==> src/rtl/div_unit.sv <==
// Multicycle signed divider: restoring radix-2 on magnitudes, one quotient bit
// per clock, then a sign-correction step that writes remainder (hi) and quotient (lo).
//
// state | meaning
// IDLE  | waiting for start; zero divisor raises div0 without leaving IDLE
// RUN   | WIDTH restoring iterations, one quotient bit per clock
// FIX   | apply signs, write hi/lo, pulse done
module div_unit #(
  parameter int WIDTH = 32
) (
  input  logic             clk,
  input  logic             reset,
  input  logic             start,
  input  logic [WIDTH-1:0] a,
  input  logic [WIDTH-1:0] b,
  output logic [WIDTH-1:0] hi,
  output logic [WIDTH-1:0] lo,
  output logic             busy,
  output logic             done,
  output logic             div0
);

  localparam int CW = $clog2(WIDTH + 1);

  typedef enum logic [1:0] {
    IDLE = 2'd0,
    RUN  = 2'd1,
    FIX  = 2'd2
  } state_t;

  state_t state, stateNext;

  logic [WIDTH-1:0] rem;
  logic [WIDTH-1:0] quo;
  logic [WIDTH-1:0] divisor;
  logic             qNeg;
  logic             rNeg;
  logic [CW-1:0]    count;

  logic             bZero;
  logic             lastIter;
  logic [WIDTH-1:0] absA;
  logic [WIDTH-1:0] absB;
  logic [WIDTH:0]   remShift;
  logic             remGeq;
  logic [WIDTH-1:0] remSub;

  assign bZero    = (b == '0);
  assign lastIter = (count == CW'(WIDTH - 1));

  // Negating the most negative value wraps to itself, which is exactly 2^(WIDTH-1)
  // when read as unsigned, so the magnitude path needs no extra bit.
  assign absA = a[WIDTH-1] ? (~a + 1'b1) : a;
  assign absB = b[WIDTH-1] ? (~b + 1'b1) : b;

  // Extra top bit keeps the compare exact even if the shifted remainder reaches 2^WIDTH.
  assign remShift = {rem, quo[WIDTH-1]};
  assign remGeq   = (remShift >= {1'b0, divisor});
  assign remSub   = remShift[WIDTH-1:0] - divisor;

  always_ff @(posedge clk) begin
    if (reset) state <= IDLE;
    else       state <= stateNext;
  end

  always_comb begin
    stateNext = state;
    case (state)
      IDLE:    if (start && !bZero) stateNext = RUN;
      RUN:     if (lastIter) stateNext = FIX;
      FIX:     stateNext = IDLE;
      default: stateNext = IDLE;
    endcase
  end

  assign busy = (state == RUN) || (state == FIX);

  always_ff @(posedge clk) begin
    if (reset) begin
      hi      <= '0;
      lo      <= '0;
      done    <= 1'b0;
      div0    <= 1'b0;
      rem     <= '0;
      quo     <= '0;
      divisor <= '0;
      qNeg    <= 1'b0;
      rNeg    <= 1'b0;
      count   <= '0;
    end else begin
      done <= 1'b0;
      div0 <= 1'b0;
      case (state)
        IDLE: begin
          if (start) begin
            if (bZero) begin
              div0 <= 1'b1;
            end else begin
              rem     <= '0;
              quo     <= absA;
              divisor <= absB;
              qNeg    <= a[WIDTH-1] ^ b[WIDTH-1];
              rNeg    <= a[WIDTH-1];
              count   <= '0;
            end
          end
        end
        RUN: begin
          rem   <= remGeq ? remSub : remShift[WIDTH-1:0];
          quo   <= {quo[WIDTH-2:0], remGeq};
          count <= count + CW'(1);
        end
        FIX: begin
          lo   <= qNeg ? (~quo + 1'b1) : quo;
          hi   <= rNeg ? (~rem + 1'b1) : rem;
          done <= 1'b1;
        end
        default: ;
      endcase
    end
  end

endmodule

==> config.mk <==
export PLATFORM = sky130hd
export DESIGN_NAME = div_unit
export DESIGN_NICKNAME = d
export VERILOG_FILES = /design/src/rtl/div_unit.sv
export SDC_FILE = /design/constraint.sdc
export NUM_CORES = 1
export LEC_CHECK = 0
export ABC_AREA = 0
export CAP_MARGIN = 10
export CORE_UTILIZATION = 61
export DETAILED_ROUTE_END_ITERATION = 16
export PLACE_DENSITY = 0.88
export SLEW_MARGIN = 20
export SYNTH_ARGS = -nofsm -noshare
export SYNTH_HDL_FRONTEND = slang
export SYNTH_SLANG_ARGS = --single-unit
export TNS_END_PERCENT = 100
==> constraint.sdc <==
create_clock -name clk -period 5.87 [get_ports clk]
set_input_delay 1.174 -clock clk [delete_from_list [all_inputs] [get_ports clk]]
set_output_delay 1.174 -clock clk [all_outputs]
set_load 0.03 [all_outputs]
After elaboration in Yosys (flattened, before gate mapping)
Index checks and enable logic that the tools add are counted.

Add/subtract/negate cells: 6. $lt $le $gt $ge: 1. Equality and inequality tests: 7. Multiplexer cells: 19. Bitwise gates (word level): 8. Reductions and logical operators: 10.

Operators with widths (number): two-way mux 32 bit (9); adder 32 x 1 -> 32 bit, second input constant (4); inverter 32 bit (4); case mux 32 bit (2 select lines) (2); greater-or-equal comparator 33 x 32 -> 1 bit (1); zero test 32 bit (1); subtractor 32 bit (1); two-way mux 6 bit (2); case mux 6 bit (2 select lines) (1); inequality test 2 bit, second input constant (4); adder 6 x 1 -> 6 bit, second input constant (1); equality test 6 x 5 -> 1 bit, second input constant (1); AND reduction 3 bit (2); two-way mux 2 bit (2); case mux 2 bit (2 select lines) (1); inverter 1 bit (3); OR reduction 3 bit (1); equality test 2 x 1 -> 1 bit, second input constant (1); equality test 2 bit, second input constant (1); zero test 2 bit (1); two-way mux 1 bit (2); AND reduction 2 bit (1); nonzero test 2 bit (1); logical AND 1 bit (1); 3 further kinds (3).

Register bits after elaboration: 172. Bits of input ports: 67.

Logic depth before layout (Yosys ltp)
Gate-level depths: netlist of run 1.

Word-level depth: 6. Mapped depth: 14. Depth with buffers taken out: 13.

Worst setup path before layout of run 1
Ideal clock, no wire load.

Path kind: input-to-reg. Start: in b[20]. End: reg rem[30]. Setup time: 0.117 ns. Arrival time: 3.794 ns. Required time: 5.753 ns. Setup slack: 1.958 ns. Cell stages on the path: 10. Buffers on the path: 1. Cells stage by stage: or4_1 > or3_1 > or4_4 > or4_4 > a21oi_2 > or3_1 > buf_2 > nor3_1 > mux2i_1 > nand2_1.

Word-level cells in the longest chain between the ends: 3.

RTL lines: start, declared (RTL line 15) `input logic [WIDTH-1:0] b,`; zero test 32 bit (RTL line 48) `assign bZero = (b == '0);`; inequality test 2 bit (no source line); AND reduction 3 bit (no source line); end signal, assigned (RTL line 109) `rem <= remGeq ? remSub : remShift[WIDTH-1:0];`; end, declared (RTL line 33) `logic [WIDTH-1:0] rem;`.

Every way passes these cells. A chain may end at the register's enable or synchronous reset.

Worst setup path in the final report of run 1
Start: in b[20]. End: reg quo[0].

Word-level cells in the longest chain between the ends: 3.

RTL lines: zero test 32 bit (RTL line 48); inequality test 2 bit (no source line); AND reduction 3 bit (no source line); end signal, assigned (RTL line 100) `quo <= absA;`; end signal, assigned (RTL line 110) `quo <= {quo[WIDTH-2:0], remGeq};`; end, declared (RTL line 34) `logic [WIDTH-1:0] quo;`.

Every way passes these cells.

==> out/qor.yml, run 1 <==
synth.cell_area_um2: 10800
hold_class: "reg -> reg"
htreeDepth: 4
die_x_um: 135
reg2reg_slack_ns: 2.34
cts_setup_buffers: 0
synth_top_area_frac: 0.320
fill_cells: 1339
synthesis.nets: 1481
setup_viol: 0
synth-main-ff-cell: "dfxtp_1"
crit_buf_inv: 2
grt_max_degree: 99
wl_per_cell_um: 16.2
cts_num_sinks: 172
cp_num_cells: 9
final.setup.tns_ns: 0
post_cts_resized: 0
regArea_um2: 3440
worstSetupPathType: "in -> reg"
synth_top_area_cell: "dfxtp_1"
synth_xor_area_frac: 0.121
path_cells: "clkdlybuf4s50_1, or4_1, or3_1, or4_4, or4_4, nand3_2, buf_4, o22ai_1, a221oi_1"
layout-drive-gt1-share: 0.0458
status: "finished, final reports clean"
finalNetCount: 1558
fin_worst_skew_ns: 0.00725
r2r-start: "rem[19]"
insertion_delay_ns: 0.43
path_delay_family: "simple AND/OR/NAND/NOR gates"
max_clock_freq_ghz: 0.225
clkTransAtPathRegs_ns: 0.07
vias_per_cell: 6.01
p_per_area_nw_per_um2: 273
period_share: 0.756
reg2reg_to: "rem[25]"
overflow: 0
syn_inst: 1372
hp-start: "divisor[30]"
grt_pass1_vias: 8938
drv_slew: 0
slowest_stage: "or4_4"
hold_buffers: 0
period_needed_ns: 4.44
drcViolationCount: 0
io_pins: 134
tightest_slew_ns: 1.02
synth_compound_area_frac: 0.241
cp-start-kind: "input port"
area_growth_pct: 18.2
port_buffers: 133
cp_slowest_stage_delay_ns: 0.59
core_um2: 17300
cts_max_path_buffers: 2
fp.dieArea_um2: 18200
synth_edf_count: 0
drv_cap: 0
ys_seq_elements: 172
critPathLaunch: "b[20]"
p_leak_nw: 4.79
grt_util_all_layers: 0.305
rsz0062_at_grt: "false"
grt_pass1_wl_um: 44700
endpoint: "quo[0]"
synth.area.mux_share: 0.0288
drt_iter0_drc: 773
multiInputGateArea_um2: 6790
vias: 10140
finalHoldViolations: 0
die_h_um: 135
arrival_ns: 4.73
start_util: 0.623
syn_area_per_cell_um2: 7.85
synth_simple_gate_area_share: 0.189
cts-root-buf: "clkbuf_16"
gp_congestion: 1.02
ir_drop_uv: 238
finalInstanceArea_um2: 12700
rr_worst_depth: 9
drt-total-wl_um: 27400
end_kind: "register"
worst_ep_required_time_ns: 6.17
synth_top_family_by_area: "compound AO/OA/AOI/OAI gates"
antenna_cells: 0
placed_area_um2: 12100
numCtsBuffers: 17
yosysWarningCount: 0
first_pass_iters: 7
async_flop_share: 0
place_hpwl_um: 20000
synth_area_leaders: "dfxtp_1, xor2_1, nand2_1"
cp_common_cell: "or4_4"
rows: 48
yosysUniqueCellTypes: 63
cts_tree: "done"
antenna_found_initial: 0
synthAdderAreaFrac: 0.0495
ant_nets: 0
yosysSeqAreaShare: 0.320
crit_fanout: 48
relSlewSlack: 0.321
==> layout by cell type (no fill, tap or decap), types with 53 or more instances in the layout <==
master,instances
dfxtp_1,172
nand2_1,167
nor2_1,139
clkdlybuf4s50_1,131
xor2_1,96
o21ai_0,88
a21oi_1,76
a211oi_1,74
inv_1,55
xnor2_1,53
==> area by class of cell <==
type,count,area share
multi-input combinational,1058,0.533
sequential,172,0.270
timing repair buffer,144,0.110
clock buffer,17,0.0334
tap,225,0.0221
inverter,56,0.0165
clock inverter,15,0.0142
==> synthesized netlist by cell type (all sizes together) (13+ instances only) <==
master	count
mux2i	31
o31ai	34
or4	24
o41ai	13
buf	17
inv	55
a211oi	75
nor2	140
or3	25
a21o	15
dfxtp	172
xor2	96
xnor2	53
clkbuf	69
o21ai	91
nand3	14
nand2	167
o211ai	19
ha	41
nor3	18
a21oi	78
a22o	18
==> power by group <==
group          switching (mW)  internal (mW)  leakage, nW  total (mW)
clock network           0.515          0.642        0.289        1.16
logic                   0.608          0.389         3.11       0.997
registers              0.0913           1.23         1.40        1.33
==> cell families (layout without fill, tap and decap cells) <==
kind of cell / count (synthesis) / count (layout)
fa+ha+maj: 42 / 42
simple gates: 445 / 445
mux: 31 / 31
buf+inv: 142 / 232
xor+xnor: 149 / 149
flops: 172 / 172
compound gates: 391 / 391
==> registers in the layout (all words and copies together) (netlist names) <==
name     flops
rem         32
count        6
state        2
quo         32
divisor     32
rNeg         1
lo          32
qNeg         1
done         1
hi          32
div0         1
==> tightest hold or removal path: cells and delay by family (launching register included) <==
| kind | cells | cell delay (ns) |
|---|---|---|
| flops | 1 | 0.31 |
| simple gates | 1 | 0.05 |
| compound gates | 1 | 0.05 |
==> through the flow <==
stage | power, mW | utilization | hold slack [ns] | cells | setup WS, ns
floorplan | 2.06 | - | 0.432 | 1372 | 1.96
detailed placement | 2.31 | 0.702 | 0.449 | 1655 | 1.05
global route | 3.64 | 0.737 | 0.469 | 1687 | 1.31
finish | 3.48 | 0.737 | 0.458 | 1687 | 1.43
global placement | 2.28 | 0.702 | 0.441 | 1655 | 1.16
CTS | 3.46 | 0.737 | 0.459 | 1687 | 1.45
==> worst min path at each step <==
stage / slack, ns / to / cells after the start
after floorplan: 0.43 / divisor[22] / 2
after global placement: 0.44 / divisor[22] / 2
after detailed placement: 0.45 / divisor[30] / 2
after CTS: 0.46 / divisor[30] / 2
after global routing: 0.47 / divisor[30] / 2
final: 0.46 / divisor[30] / 2
==> per-layer routing <==
metal  up-vias  part of all wire  track usage
met4         0             0.012       0.0830
met5         -                 0            0
met1      4668              0.48        0.455
li1       5066                 -            -
met2       377              0.43        0.456
met3        29             0.069       0.0424
No activity file was read; power rests on OpenSTA's default activity.
==> run 2, diff against run 1 <==
- CORE_UTILIZATION: 61 -> 57
- PLACE_DENSITY: 0.88 -> 0.83
- clock period: 5.87 -> 4.1 ns (I/O delays scaled with it)
==> out/qor.yml, run 2 (same netlist as run 1, synthesis figures left out) <==
tightest_slew_ns: 1.07
cts-root-buf: "clkbuf_16"
grt_util_all_layers: 0.294
htreeDepth: 4
p_total_mw: 5.04
rows: 49
wl_per_cell_um: 16.5
hold_depth: 2
core_um2: 18300
arrival_ns: 4.05
status: "finished, final reports clean"
wl_met1_um: 14000
cts_num_sinks: 172
reg2reg_slack_ns: 0.77
layout-drive-gt1-share: 0.0599
finalHoldViolations: 0
numCtsBuffers: 17
highest_layer: "met4"
end_kind: "register"
r2r-start: "rem[12]"
cts_setup_buffers: 0
gp_congestion: 0.959
hold_class: "reg -> reg"
crit_fanout: 32
first_pass_iters: 5
place_hpwl_um: 21100
most-common-layout-cells: "dfxtp_1, nand2_1, nor2_1"
io_pins: 134
worstSetupPathType: "in -> reg"
port_buffers: 133
period_needed_ns: 3.71
p_per_area_nw_per_um2: 387
final_common_cell: "dfxtp_1"
die_h_um: 140
drv_cap: 0
period_share: 0.906
relSlewSlack: 0.287
ant_nets: 0
vias_per_cell: 5.94
multiInputGateArea_um2: 6790
rr_worst_depth: 11
clkTransAtPathRegs_ns: 0.08
drt_iter0_drc: 891
drv_slew: 0
ir_drop_uv: 355
finalNetCount: 1581
reg2reg_to: "rem[22]"
cts_tree: "done"
fin_hold_ws_ns: 0.457
antenna_cells: 0
antenna_found_initial: 0
setup_viol: 0
wl_met3_um: 2290
grt_pass1_wl_um: 46300
vias: 10181
grt_pass1_vias: 9025
fp.dieArea_um2: 19500
final_util: 0.712
max_clock_freq_ghz: 0.269
worst_ep_required_time_ns: 4.43
regArea_um2: 3440
hold_buffers: 0
drt-total-wl_um: 28200
insertion_delay_ns: 0.44
p_leak_nw: 4.93
holdPathEnd: "divisor[22]"
hp-start: "divisor[22]"
grt_max_degree: 101
drcViolationCount: 0
die_x_um: 140
fill_cells: 1514
overflow: 0
cts_max_path_buffers: 2
area_growth_pct: 20.8
rsz0062_at_grt: "false"
fin_worst_skew_ns: 0.00940
start_util: 0.590
post_cts_resized: 0
cp-start-kind: "input port"
dr_wl_met2_um: 11700
## run 2: stage by stage
stage	cells	setup TNS, ns	setup slack (ns)	area (um2)
floorplan	1372	0	0.542	10800
global placement	1681	0	0.0263	12400
detailed placement	1681	-0.0917	-0.0327	12400
CTS	1713	0	0.410	13000
global route	1714	0	0.282	13000
finish	1714	0	0.386	13000
## run 2: how the worst max path moves through the flow
| stage | start | endpoint | slack, ns |
|---|---|---|---|
| 3_3_place_gp | b[20] | count[3] | 0.03 |
| 3_5_place_dp | b[20] | count[3] | -0.03 |
| 6_report | b[20] | count[3] | 0.39 |
| 5_1_grt | b[10] | count[3] | 0.28 |
| 4_1_cts | b[20] | count[3] | 0.41 |
| 2_1_floorplan | b[20] | rem[30] | 0.54 |
## run 2: metal layers
layer,vias up,track usage
met2,413,0.421
met3,24,0.0478
li1,5103,-
met1,4641,0.450
met4,0,0.0766
met5,-,0
## run 2: layout make-up
type / count / share of cell area
Clock inverter: 15 / 0.0136
Sequential cell: 172 / 0.265
Tap cell: 229 / 0.0220
Clock buffer: 17 / 0.0327
Multi-Input combinational cell: 1058 / 0.522
Inverter: 56 / 0.0161
Timing Repair Buffer: 167 / 0.129
## run 2: critical path: stages
cell	delay (ns)
clkdlybuf4s50_1	0.42
or4_1	0.53
or3_1	0.36
or4_4	0.58
or4_4	0.53
nand3_2	0.14
o21ai_2	0.11
buf_12	0.19
nand4_1	0.13
xor2_1	0.16
nor2_1	0.05
## run 2: power by group
| part | switching [mW] | internal (mW) |
|---|---|---|
| Combinational | 0.902 | 0.604 |
| Clock | 0.772 | 0.871 |
| Sequential | 0.126 | 1.77 |
| Total | 1.80 | 3.24 |
==> run 3, diff against run 2 <==
- CORE_UTILIZATION: 57 -> 51
- PLACE_DENSITY: 0.83 -> 0.78
- clock period: 4.1 -> 3.4 ns (I/O delays scaled with it)
==> out/qor.yml, run 3 (same netlist as run 1, synthesis figures left out) <==
reg2reg_slack_ns: 0.13
tightest_slew_ns: 1.04
wl_per_cell_um: 15.7
path_delay_family: "simple AND/OR/NAND/NOR gates"
drcViolationCount: 0
htreeDepth: 4
fill_cells: 1729
dp_slack_ns: -0.583
r2r-start: "quo[0]"
final_common_cell: "dfxtp_1"
rr_worst_depth: 10
ant_nets: 0
drv_slew: 0
reg2reg_to: "lo[28]"
die_h_um: 147
critPathLaunch: "b[18]"
grt_util_all_layers: 0.269
vias: 10369
p_per_area_nw_per_um2: 465
fin_worst_skew_ns: 0.00999
place_hpwl_um: 21700
cp_common_cell: "or4_4"
first_pass_iters: 5
cts_max_path_buffers: 2
cts_tree: "done"
core_um2: 20500
cts-root-buf: "clkbuf_16"
numCtsBuffers: 17
cp_slowest_stage_delay_ns: 0.55
vias_per_cell: 5.68
most-common-layout-cells: "dfxtp_1, nand2_1, nor2_1"
p_total_mw: 6.41
gp_congestion: 0.940
worstSetupPathType: "in -> reg"
grt_max_degree: 84
endpoint: "quo[13]"
drv_cap: 0
insertion_delay_ns: 0.43
area_growth_pct: 27.9
path_cells: "dlygate4sd2_1, or4_4, or3_4, or4_4, or4_4, nand3_4, o21ai_4, buf_12, buf_8, o211ai_1, a21oi_1"
io_pins: 134
overflow: 0
setup_ws_ns: 0.0934
status: "finished, final reports clean"
max_clock_freq_ghz: 0.302
arrival_ns: 3.59
port_buffers: 133
antenna_found_initial: 1
cp_num_cells: 11
grt_pass1_wl_um: 47400
rows: 52
cp-start-kind: "input port"
multiInputGateArea_um2: 6870
crit_buf_inv: 3
start_util: 0.526
clkTransAtPathRegs_ns: 0.07
stdcell_count: 1827
fp.dieArea_um2: 21700
regArea_um2: 3440
end_kind: "register"
relSlewSlack: 0.309
p_leak_nw: 5.39
rsz0062_at_grt: "false"
hold_class: "reg -> reg"
grt_pass1_vias: 9314
period_share: 0.973
die_x_um: 147
layout-drive-gt1-share: 0.107
drt_iter0_drc: 922
crit_fanout: 7
setup_viol: 0
period_needed_ns: 3.31
cts_num_sinks: 172
hold_buffers: 0
drt-total-wl_um: 28700
worst_ep_required_time_ns: 3.68
ir_drop_uv: 276
slowest_stage: "or4_4"
finalNetCount: 1652
hp-start: "divisor[30]"
finalHoldViolations: 0
dp_cells: 1786
run 3: cell count changes in the layout (fill, tap and decap cells not counted), sizes merged:
| cell | previous run | this run |
|---|---|---|
| buf | 35 | 105 |
| bufinv | 1 | 5 |
| clkbuf | 17 | 20 |
| clkdlybuf4s15 | 0 | 3 |
| clkdlybuf4s50 | 132 | 122 |
| clkinv | 8 | 3 |
| clkinvlp | 2 | 1 |
| diode | 0 | 1 |
| dlygate4sd2 | 0 | 4 |
| dlymetal6s2s | 0 | 3 |
run 3: how the worst min path moves through the flow:
stage / slack (ns) / to / cells past startpoint
after global placement: 0.44 / divisor[22] / 2
after floorplan: 0.43 / divisor[22] / 2
after global routing: 0.49 / divisor[29] / 2
after CTS: 0.45 / divisor[30] / 2
final: 0.45 / divisor[30] / 2
after detailed placement: 0.44 / divisor[30] / 2
run 3: metrics by stage:
step / util / instance area (um2) / TNS [ns] / hold slack (ns)
3_5_place_dp: 0.631 / 12900 / -50.21 / 0.444
4_1_cts: 0.668 / 13700 / 0 / 0.453
3_3_place_gp: 0.631 / 12900 / -45.86 / 0.441
6_report: 0.672 / 13800 / 0 / 0.453
5_1_grt: 0.672 / 13800 / 0 / 0.494
2_1_floorplan: - / 10800 / -0.0558 / 0.432
run 3: layout make-up:
type / instances / share of cell area
Multi-Input combinational cell: 1058 / 0.498
Clock buffer: 19 / 0.0321
Tap cell: 270 / 0.0245
Sequential cell: 172 / 0.250
Clock inverter: 13 / 0.0165
Timing Repair Buffer: 238 / 0.163
Antenna cell: 1 / 0.000182
Inverter: 56 / 0.0153
run 3: routing by layer:
metal | part of all wire | global-route usage
met1 | 0.50 | 0.408
met2 | 0.42 | 0.391
met3 | 0.070 | 0.0413
met4 | 0.011 | 0.0696
met5 | 0 | 0
run 3: worst reg2reg max path: cells and delay by family (launching register included):
family                   cells  cell delay, ns
adder cells (fa/ha/maj)      1            0.20
buffers and inverters        1            0.11
XOR/XNOR                     1            0.23
AND/OR/NAND/NOR              5            1.83
AO/OA/AOI/OAI                2            0.39
flip-flops                   1            0.37
run 3: power breakdown:
group          total [mW]  leakage (nW)  switching (mW)  internal, mW
Combinational        1.93          3.66            1.11         0.811
Sequential           2.28          1.40           0.143          2.13
Clock                2.21         0.325           0.863          1.35
Total                6.41          5.39            2.12          4.29
run 3: repair_timing:
action | CTS | global route
pin swaps | 9 | 9
endpoints found under the setup margin | 78 | 46
resized for setup | 20 | 10
setup buffers | 4 | 4
==> RTL edit 1, RTL diff (config.mk and constraints of run 3) <==
Change the parameter `WIDTH` from 32 to 64.
--- a/src/rtl/div_unit.sv
+++ b/src/rtl/div_unit.sv
@@ -8,3 +8,3 @@
 module div_unit #(
-  parameter int WIDTH = 32
+  parameter int WIDTH = 64
 ) (
Ports: changed (resized a, b, hi and lo); port bits go from 134 to 262. No check against the original RTL was run, so the function may have changed too.
==> RTL edit 1 against run 3 <==
- the run now ends with setup timing left
- area after synthesis is 100% higher
- setup slack got worse by 250 ps
- wire length rose to 2.6 times the old value
- sequential cell count is 161 higher
- utilization is 4.7 points higher
- design area rose by 120%
- total power rose by 89%
- critical path depth is 6 higher
- global-route usage is 4.4 points higher
==> RTL edit 1: results <==
metrics = {
    "pwr": {
        "leakagePower_nw": 12.3,
        "max-vdd-ir-drop_uv": 308,
    },
    "timing": {
        "timing.setup.tns_ps": -7680,
        "layout_setup_ws_ps": -154,
        "finalSetupViolCount": 110,
        "fin_skew_ps": 21.2,
        "slew_headroom_pct": 44.3,
    },
    "global_route": {
        "grt_pass1_wl_mm": 111,
        "track_usage_pct": 31.3,
        "antenna_found_initial": 0,
        "grt_max_degree": 166,
    },
    "synthesis": {
        "synthTopCellsByArea": "dfxtp_1, xor2_1, a211oi_1, nand2_1, nor2_1",
        "yosys_warnings": 0,
        "synth_flop_cell": "dfxtp_1",
        "synthCells": 2795,
        "yosysSeqAreaShare_pct": 30.8,
        "synthTopCellsByCount": "dfxtp_1, nand2_1, nor2_1",
        "synth.distinct_cells": 77,
    },
    "placed_design": {
        "globalplace.congestion": 0.965,
        "numPlacedInstances": 3795,
        "numPortBuffers": 261,
        "dp_hpwl_mm": 53.5,
    },
    "critical_path": {
        "arrival_ps": 4050,
        "r2r_end": "rem[59]$_SDFFE_PP0P_",
        "ff2ff_path_depth": 13,
        "reg2reg_from": "divisor[3]$_SDFFE_PP0P_",
        "regToRegSetupSlack_ps": -40,
        "critPathMaxFanout": 8,
    },
    "hold_path": {
        "whs_endpoint": "divisor[37]$_SDFFE_PP0P_",
        "min-delay-start": "divisor[37]$_SDFFE_PP0P_",
    },
    "final_layout": {
        "nNetsFinal": 3535,
        "diodes": 0,
        "nFillCells": 3144,
        "drive_above_1_share_pct": 21.0,
    },
    "drt": {
        "via_count": 23100,
        "wl_per_cell_um": 19.0,
        "dr.first_iter.drc_count": 2126,
        "drt_wl_total_mm": 74.1,
        "drt-pass1-iter-count": 7,
    },
    "clocking": {
        "cts_buffers": 38,
        "htreeDepth": 2,
        "insertion_delay_ps": 580,
        "cts_buffer_depth": 3,
    },
    "status": {
        "status": "finished, violations left",
        "violations": "setup timing",
    },
}
## RTL edit 1: cell families after synthesis
family                   after synthesis  share of synthesized area (%)
adder cells (fa/ha/maj)               74                           4.31
multiplexers                          63                           2.92
flip-flops                           333                           30.8
AND/OR/NAND/NOR                      899                           19.1
buffers and inverters                288                           5.07
AO/OA/AOI/OAI                        832                           25.5
XOR/XNOR                             306                           12.4
## RTL edit 1: area by class of cell
cell class                      count  area, um2  area share [%]
Clock inverter                     21        258           0.854
Tap cell                          539        674            2.24
Multi-Input combinational cell   2174      14800            49.1
Inverter                           99        377            1.25
Clock buffer                       48       1040            3.44
Sequential cell                   333       6670            22.1
Timing Repair Buffer              684       6330            21.0
## RTL edit 1: per-layer routing
layer	share of wire [%]	GRT usage, %	wire length [um]	vias up
li1	-	-	-	11100
met1	42	40.6	31100	10900
met2	48	52.6	35300	947
met3	7.0	4.50	5180	173
met4	3.5	12.1	2570	0
met5	0	0	0	-
## RTL edit 1: worst max-delay path by stage
stage	to	startpoint	slack [ps]	depth (start not counted)
3_5_place_dp	quo[39]$_SDFFE_PP0P_	b[0]	-1210	16
2_1_floorplan	divisor[50]$_SDFFE_PP0P_	b[6]	-440	10
4_1_cts	divisor[56]$_SDFFE_PP0P_	b[1]	-270	13
5_1_grt	rem[44]$_SDFFE_PP0P_	b[6]	-230	17
6_report	rem[44]$_SDFFE_PP0P_	b[6]	-150	17
3_3_place_gp	quo[52]$_SDFFE_PP0P_	b[0]	-1150	17
## RTL edit 1: through the flow
step	utilization, %	hold slack, ps	instance area (um2)	power (mW)	worst slack [ps]
final	71.9	460	30200	12.1	-154
after CTS	69.0	459	28900	11.7	-267
after floorplan	-	432	21700	6.12	-444
after global routing	71.9	493	30200	12.6	-232
after detailed placement	65.5	451	27500	7.35	-1210
after global placement	65.5	444	27500	7.28	-1150
## RTL edit 1: critical path, cell delays in order
cell       delay [ps]
buf_6              90
or4_4             540
or3_4             420
buf_6             130
nor4_4            150
buf_4             160
nand4_1           140
or4_4             550
buf_6             160
buf_6             130
nand3_4            90
o21ai_4            90
nor2_4            190
buf_12            170
clkbuf_16         180
a22oi_2            60
o21ai_1           100
## RTL edit 1: what timing repair did
action                     in CTS  in global routing
resized for setup              66                246
pin swaps                      30                103
setup endpoints to repair     207                217
cloned                          1                 13
setup buffers                   8                 12
## RTL edit 1: power breakdown
part	internal, mW	switching (mW)	total [mW]
clock	2.56	1.76	4.32
sequential	4.10	0.212	4.31
combinational	1.50	1.98	3.48
total	8.16	3.95	12.1
==> RTL edit 2, RTL diff (flow settings as in run 3) <==
Without the edit above. Make the reset (`reset`) asynchronous in 2 clocked blocks.
--- a/src/rtl/div_unit.sv
+++ b/src/rtl/div_unit.sv
@@ -60,3 +60,3 @@
 
-  always_ff @(posedge clk) begin
+  always_ff @(posedge clk or posedge reset) begin
     if (reset) state <= IDLE;
@@ -77,3 +77,3 @@
 
-  always_ff @(posedge clk) begin
+  always_ff @(posedge clk or posedge reset) begin
     if (reset) begin
Formal check against the unedited RTL: differs if reset is asserted again (counterexample within 4 cycles, from zero or initial values and one cycle with reset high); with reset held inactive, the same outputs for 10 cycles.
==> RTL edit 2 against run 3 <==
- the run now ends with setup timing left
- design area grew 3.9%
- setup slack lost 160 ps
- area after synthesis grew 2.8%
- maximum frequency shrank 4.5%
- non-clock buffer count grew 12
- via count shrank 3.0%
- sequential cell count is the same
- wire length grew 3.6%
- critical path type is now reg -> reg
- largest cell class unchanged
Power is not compared: it rests on default switching activity, and its combinational part moved more than twofold at a synthesized area within 25%.
==> RTL edit 2: results <==
metrics = {
    "timing": {
        "slew_headroom_pct": 40.8,
        "finalSetupViolCount": 2,
        "layout_setup_ws_ps": -63.7,
        "timing.setup.tns_ps": -67.7,
        "fin_skew_ps": 7.53,
    },
    "synthesis": {
        "synthCells": 1291,
        "yosysSeqAreaShare_pct": 38.9,
        "synthTopCellsByArea": "dfrtp_1, xor2_1, o21ai_0, a21oi_1, nand2_1",
        "synth.distinct_cells": 61,
        "synthTopCellsByCount": "dfrtp_1, nand2_1, o21ai_0",
    },
    "global_route": {
        "antenna_found_initial": 0,
        "grt_pass1_wl_mm": 47.6,
        "track_usage_pct": 27.0,
        "grt_pass1_vias": 9422,
    },
    "critical_path": {
        "arrival_ps": 3750,
        "critPathMaxFanout": 5,
        "r2r_end": "lo[29]$_DFFE_PP0P_",
        "cpMaxStageDelayCell": "or4b_4",
        "start_kind": "flip-flop",
        "reg2reg_from": "quo[0]$_DFFE_PP0P_",
        "ff2ff_path_depth": 9,
    },
    "placed_design": {
        "globalplace.congestion": 0.895,
        "dp_hpwl_mm": 21.5,
    },
    "status": {
        "status": "finished, violations left",
        "violations": "setup timing",
    },
    "hold_path": {
        "whs_endpoint": "divisor[1]$_DFFE_PP0P_",
        "min-delay-start": "divisor[1]$_DFFE_PP0P_",
    },
    "final_layout": {
        "drive_above_1_share_pct": 13.3,
        "nNetsFinal": 1602,
        "multi_input_area_mm2": 0.00639,
        "layout.cells.non_filler": 1782,
        "diodes": 0,
        "nFillCells": 1644,
    },
    "drt": {
        "dr.first_iter.drc_count": 760,
        "drt_wl_total_mm": 29.8,
        "vias_per_cell": 5.64,
    },
}
==> RTL edit 2: cell count changes in the layout (fill, tap and decap cells not counted), sizes merged, moves of 11 or more <==
cell and change:
nor2 -29, xor2 +14, a22o -17, mux2 +11, a21oi +44, o21ai +43, o211ai -13, xnor2 -11
a211oi -72, dfrtp +172, dfxtp -172
==> RTL edit 2: kinds of logic after synthesis <==
kind of cell,Yosys count,share of synthesized area (%)
xor gates and xnor gates,152,12.0
muxes,46,4.28
DFF,172,38.9
buffers and inverters,124,4.54
AOI/OAI and AO/OA,365,19.4
and+or+nand+nor,391,16.2
adders and majority gates,41,4.70
==> RTL edit 2: power groups by stage <==
stage | combinational, mW | clock (mW) | sequential (mW)
final | 6.05 | 2.14 | 3.15
after global routing | 6.63 | 2.25 | 3.21
after CTS | 5.65 | 2.15 | 3.12
after detailed placement | 5.47 | 0 | 3.13
after global placement | 5.36 | 0 | 3.10
after floorplan | 3.82 | 0 | 3.07
==> RTL edit 2: worst register-to-register path, delay by kind of cell, from the launching register on <==
kind	cells	cell delay, ps
AO/OA/AOI/OAI	2	330
flip-flops	1	380
AND/OR/NAND/NOR	6	2370
XOR/XNOR	1	230
==> RTL edit 2: worst max-delay path by stage <==
stage | end | slack [ps]
CTS | lo[29]$_DFFE_PP0P_ | -40
global placement | count[5]$_DFFE_PP0P_ | -450
finish | lo[29]$_DFFE_PP0P_ | -60
detailed placement | count[5]$_DFFE_PP0P_ | -520
floorplan | rem[8]$_DFFE_PP0P_ | -20
global route | lo[29]$_DFFE_PP0P_ | -150
==> RTL edit 2: stage by stage <==
| stage | util, % | power (mW) | hold WS [ps] | setup WS (ps) |
|---|---|---|---|---|
| 2_1_floorplan | - | 6.89 | 449 | -20.5 |
| 3_3_place_gp | 63.2 | 8.47 | 461 | -447 |
| 3_5_place_dp | 63.2 | 8.61 | 471 | -523 |
| 4_1_cts | 66.6 | 10.9 | 485 | -42.1 |
| 5_1_grt | 67.7 | 12.1 | 518 | -155 |
| 6_report | 67.7 | 11.3 | 483 | -63.7 |
==> RTL edit 2: repair_timing <==
item / in CTS / in global routing
hold buffers: 0 / 0
cloned: 2 / 3
setup buffers: 1 / 6
pin swaps: 4 / 6
resized for setup: 9 / 20
setup endpoints to repair: 21 / 97
==> RTL edit 2: cell type report <==
type	instances	share of cell area, %
inverter	58	1.55
timing repair buffer	250	16.8
sequential	172	30.1
clock inverter	14	1.44
clock buffer	18	3.07
multi-input combinational	995	44.7
tap	275	2.40
==> RTL edit 2: routing by layer <==
metal / track usage, % / wire (um) / share of wire [%]
met5: 0 / 0 / 0
met4: 6.48 / 457 / 1.5
met3: 4.86 / 2170 / 7.3
met2: 40.6 / 13300 / 45
met1: 40.0 / 13900 / 47
